--- src/rtl/fetch_queue.sv ---
// fetch_queue: PC-owning fetch stage with circular instruction queue, JAL/branch redirect, JALR stall, rollback; `FETCH_BHT_EN adds a 2-bit BHT
module fetch_queue #(
  parameter int QUEUE_DEPTH = 8,
  parameter int BHT_IDX_W = 6
) (
  input  logic        clk,
  input  logic        rst,
  input  logic        rdy,
  input  logic        rollback,
  input  logic [31:0] rollback_pc,
  output logic        mc_req,
  output logic [31:0] mc_addr,
  input  logic        mc_done,
  input  logic [31:0] mc_data,
  output logic        inst_rdy,
  output logic [31:0] inst,
  output logic [31:0] inst_PC,
  output logic        inst_is_Jump,
  input  logic        dec_take,
  input  logic        JALR_pause_rej,
  input  logic [31:0] JALR_PC,
  input  logic        bp_upd_en,
  input  logic [31:0] bp_upd_pc,
  input  logic        bp_upd_taken
);
  localparam int QW = $clog2(QUEUE_DEPTH);
  localparam logic [QW:0] DEPTH = (QW+1)'(QUEUE_DEPTH);
  localparam logic [1:0] IDLE = 2'd0, FETCH = 2'd1, JALR_WAIT = 2'd2, DISCARD = 2'd3;
  localparam logic [6:0] OP_JAL = 7'b1101111, OP_JALR = 7'b1100111, OP_BR = 7'b1100011;
  logic [1:0] state_q, state_d;
  logic [31:0] pc_q, pc_d, mc_addr_q, mc_addr_d;
  logic mc_req_q, mc_req_d;
  logic [QW-1:0] head_q, head_d, tail_q, tail_d;
  logic [QW:0] count_q, count_d;
  logic [64:0] q_mem [QUEUE_DEPTH];
  logic push, pop, taken, pred, br_taken, unused_bp;
  logic [6:0] op;
  logic [31:0] imm_j, imm_b, npc;
`ifdef FETCH_BHT_EN
  logic [1:0] bht_q [2**BHT_IDX_W];
  logic [BHT_IDX_W-1:0] upd_idx;
  logic [1:0] upd_cnt, upd_nxt;
  assign taken = bht_q[pc_q[BHT_IDX_W+1:2]][1];
  assign upd_idx = bp_upd_pc[BHT_IDX_W+1:2];
  assign upd_cnt = bht_q[upd_idx];
  assign upd_nxt = bp_upd_taken ? (upd_cnt == 2'b11 ? upd_cnt : upd_cnt + 2'd1)
                                : (upd_cnt == 2'b00 ? upd_cnt : upd_cnt - 2'd1);
  assign unused_bp = &{1'b0, bp_upd_pc[31:BHT_IDX_W+2], bp_upd_pc[1:0]};
  always_ff @(posedge clk)
    if (rst) bht_q <= '{default: 2'b01};
    else if (rdy && bp_upd_en) bht_q[upd_idx] <= upd_nxt;
`else
  assign taken = 1'b0;
  assign unused_bp = &{1'b0, bp_upd_en, bp_upd_pc, bp_upd_taken};
`endif
  assign op = mc_data[6:0];
  assign imm_j = {{12{mc_data[31]}}, mc_data[19:12], mc_data[20], mc_data[30:21], 1'b0};
  assign imm_b = {{20{mc_data[31]}}, mc_data[7], mc_data[30:25], mc_data[11:8], 1'b0};
  assign br_taken = op == OP_BR && taken;
  assign pred = op == OP_JAL || br_taken;
  assign npc = pc_q + (op == OP_JAL ? imm_j : br_taken ? imm_b : 32'd4);
  assign push = state_q == FETCH && mc_done && !rollback;
  assign pop = inst_rdy && dec_take;
  always_comb begin
    state_d = state_q;
    pc_d = pc_q;
    mc_req_d = mc_req_q;
    mc_addr_d = mc_addr_q;
    case (state_q)
      IDLE: if (count_q < DEPTH) begin
        state_d = FETCH;
        mc_req_d = 1'b1;
        mc_addr_d = pc_q;
      end
      FETCH: if (mc_done) begin
        mc_req_d = 1'b0;
        pc_d = npc;
        state_d = op == OP_JALR ? JALR_WAIT : IDLE;
      end
      JALR_WAIT: if (JALR_pause_rej) begin
        pc_d = JALR_PC;
        state_d = IDLE;
      end
      default: state_d = mc_done ? IDLE : DISCARD;
    endcase
    head_d = head_q + QW'(pop);
    tail_d = tail_q + QW'(push);
    count_d = count_q + (QW+1)'(push) - (QW+1)'(pop);
    if (rollback) begin
      pc_d = rollback_pc;
      mc_req_d = 1'b0;
      head_d = '0;
      tail_d = '0;
      count_d = '0;
      state_d = state_q == DISCARD ? state_d : state_q == FETCH && !mc_done ? DISCARD : IDLE;
    end
  end
  always_ff @(posedge clk)
    if (rst) begin
      state_q <= IDLE;
      pc_q <= '0;
      mc_req_q <= 1'b0;
      mc_addr_q <= '0;
      head_q <= '0;
      tail_q <= '0;
      count_q <= '0;
    end else if (rdy) begin
      state_q <= state_d;
      pc_q <= pc_d;
      mc_req_q <= mc_req_d;
      mc_addr_q <= mc_addr_d;
      head_q <= head_d;
      tail_q <= tail_d;
      count_q <= count_d;
    end
  always_ff @(posedge clk)
    if (!rst && rdy && push) q_mem[tail_q] <= {mc_data, pc_q, pred};
  assign mc_req = mc_req_q;
  assign mc_addr = mc_addr_q;
  assign inst_rdy = |count_q;
  assign {inst, inst_PC, inst_is_Jump} = q_mem[head_q];
endmodule

--- config.mk ---
export PLATFORM = sky130hd
export DESIGN_NAME = fetch_queue
export DESIGN_NICKNAME = d
export VERILOG_FILES = /design/src/rtl/fetch_queue.sv
export SDC_FILE = /design/constraint.sdc
export NUM_CORES = 1
export LEC_CHECK = 0
export CORE_ASPECT_RATIO = 1.5
export CORE_MARGIN = 2
export CORE_UTILIZATION = 40
export DETAILED_ROUTE_END_ITERATION = 8
export PLACE_DENSITY = 0.64
export SLEW_MARGIN = 20
export SYNTH_ARGS = -nofsm -noshare
export SYNTH_HDL_FRONTEND = slang
export SYNTH_SLANG_ARGS = --single-unit
--- constraint.sdc ---
create_clock -name clk -period 10.35 [get_ports clk]
set_clock_uncertainty 0.05 [all_clocks]
set_input_delay 2.07 -clock clk [delete_from_list [all_inputs] [get_ports clk]]
set_output_delay 2.07 -clock clk [all_outputs]
set_load 0.05 [all_outputs]
==> flow_metrics.py <==
metrics = {
    "clock_tree": {
        "path_clk_slew_ps": 70,
        "cts_resized": 0,
        "cts_setup_buffers": 0,
        "postCtsHoldBufs": 0,
        "cts_buffer_depth": 3,
        "clock_insertion_delay_worst_skew_ps": 580,
        "cts_tree": "yes",
        "htreeDepth": 2,
        "cts_buffers": 54,
        "clockRootBuffer": "clkbuf_16",
        "clock-sinks": 600,
    },
    "setup_path": {
        "crit_path_end_kind": "flip-flop",
        "critPathKind": "primary input to flip-flop",
        "reg2reg_to": "pc_q[21]",
        "worst-path-max-fanout": 26,
        "r2r-start": "pc_q[1]",
        "crit_path_start_kind": "primary input",
        "crit_required_ps": 10790,
        "crit_arrival_ps": 6700,
        "rr_worst_depth": 11,
        "cp-startpoint": "mc_data[5]",
        "r2r_slack_ps": 6680,
    },
    "floorplanning": {
        "io_pins": 236,
        "fp.coreArea_sq_um": 61200,
        "die_w_microns": 207,
        "initial_core_util_pct": 40.4,
        "rows": 111,
        "die_h_microns": 309,
        "die_area_sq_um": 64000,
    },
    "timing": {
        "fin_tns_setup_ps": 0,
        "maxSlewViolCount": 0,
        "layout_setup_ws_ps": 4090,
        "timing.final.crit_share_pct": 60.5,
        "max_freq_mhz": 160,
        "fin_crit_ps": 6260,
        "rsz0062_at_grt": "no",
        "relSlewSlack_pct": 25.5,
        "finalSetupViolations": 0,
        "worstMarginPinSlew_ps": 1110,
        "hold_violations": 0,
    },
    "synthesis": {
        "ys.flop_type": "edfxtp_1",
        "netlist_instances": 1472,
        "synth-edff-count": 520,
        "yosysTopAreaCellShare_pct": 63.0,
        "async_flop_share_pct": 0,
        "synthTopCellsByCount": "edfxtp_1 (520), mux4_2 (130), nand2_1 (121)",
        "synth_fp_nets": 1639,
        "synth_top_area_cell": "edfxtp_1",
        "synth_area_leaders": "edfxtp_1 (63%), mux4_2 (12%), dfxtp_1 (6.5%)",
        "ys_types": 67,
        "yosys_warnings": 0,
        "syn_avg_cell_area_sq_um": 16.8,
        "ys_seq_area_share_pct": 69.5,
        "synth.most_common_cell": "edfxtp_1",
        "syn_area_sq_um": 24800,
        "synth.ff_latch_count": 600,
    },
    "global_route": {
        "grt.overflow.total": 0,
        "track_usage_pct": 18.6,
        "antenna_found_initial": 0,
        "grt_pass1_vias": 14300,
        "grt_max_degree": 116,
        "grt_pass1_wl_mm": 89.5,
    },
    "drt": {
        "vias": 14000,
        "drc_errors": 0,
        "drtIter0Drc": 1039,
        "wl_per_cell_microns": 24.0,
        "routed_wl_mm": 60.2,
        "first_pass_iters": 5,
        "antenna_left": 0,
        "viasPerCell": 5.57,
    },
    "power": {
        "leakage_nw": 9.23,
        "power_density_nw_per_um2": 164,
        "irDropWorstVdd_mv": 0.126,
    },
    "min_path": {
        "min_path_type": "flip-flop to flip-flop",
        "hold_depth": 2,
        "whs_endpoint": "mc_addr[10]",
        "hold_start": "mc_addr[10]",
    },
    "place": {
        "dp_hpwl_mm": 36.4,
        "dpl_worst_slack_ps": 3500,
        "routabilityCongestion": 0.866,
        "port_buffers": 201,
        "dp_cells": 2407,
        "place_area_sq_um": 27800,
    },
    "run_status": {
        "status": "complete, no violations",
    },
    "flow_run": {
        "cap_violations": 0,
    },
    "layout": {
        "final_area_sq_um": 29600,
        "area_delta_synth_final_pct": 19.4,
        "drive_gt1_share_pct": 19.7,
        "nets": 1843,
        "antenna_cells": 0,
        "fin_cells": 2509,
    },
}
routing by layer:
metal,vias to the layer above,track usage (%),part of all wire (%)
met2,433,32.5,51
met3,78,2.29,4.5
met5,-,0,0
met4,0,4.30,1.8
met1,7240,24.8,43
li1,6216,-,-
registers in the layout, summed over array words and instances, names as in the netlist, named ones only:
name	flops
mc_addr	32
q_mem	520
pc_q	32
count_q	4
tail_q	3
head_q	3
state_q	2
mc_req	1
stage by stage:
stage | hold WS (ps) | util, % | total power [mW]
detailed placement | 397 | 45.3 | 2.93
floorplan | 414 | - | 2.81
CTS | 406 | 48.1 | 4.89
finish | 405 | 48.3 | 4.84
global placement | 398 | 45.3 | 2.92
global route | 433 | 48.3 | 4.98
power breakdown:
part	total (mW)	leakage [nW]	switching [mW]	internal (mW)
sequential	2.67	5.30	0.0355	2.64
clock	1.97	0.842	0.862	1.10
combinational	0.201	3.09	0.121	0.0808
total	4.84	9.23	1.02	3.82
kinds of logic after synthesis:
group	after synthesis	synth area share [%]
simple gates	311	5.92
flops	600	69.5
xor+xnor	18	0.636
mux	204	15.2
compound gates	209	5.68
buf+inv	100	1.52
fa+ha+maj	30	1.58
critical path, stage by stage:
cell	delay (ps)
clkdlybuf4s50_1	550
and4_1	350
nand3b_1	300
nor2_1	70
buf_4	230
and2_1	200
ha_1	230
fa_1	470
a211oi_2	300
nor3_2	110
o41ai_4	480
nor4_2	130
a211oi_4	380
mux2_4	340
nand3_1	80
o211ai_1	120
a221oi_2	280
area by class of cell:
| cell class | count | area (sq um) |
|---|---|---|
| sequential | 600 | 17200 |
| clock inverter | 31 | 287 |
| timing repair buffer | 232 | 2320 |
| fill | 5137 | 31700 |
| clock buffer | 67 | 1430 |
| multi-input combinational | 772 | 7250 |
| inverter | 16 | 60.1 |
| tap | 791 | 990 |
cell usage in the layout (no fill, tap or decap), drive strengths merged, types with 32 or more instances in the layout:
cell type and instances:
clkdlybuf4s50 200, a21oi 84, clkbuf 67, mux2 67, dfxtp 80, nor2 67, nand2 121, buf 32
mux4 130, o21ai 34, edfxtp 520
how the worst max path moves through the flow:
stage | to | depth (start not counted)
after CTS | inst_PC[12] | 4
after detailed placement | pc_q[21] | 17
after global routing | pc_q[21] | 17
final | pc_q[21] | 17
after global placement | pc_q[21] | 17
after floorplan | q_mem[1][0] | 5
Note: power is estimated with default switching activity, not from simulation.
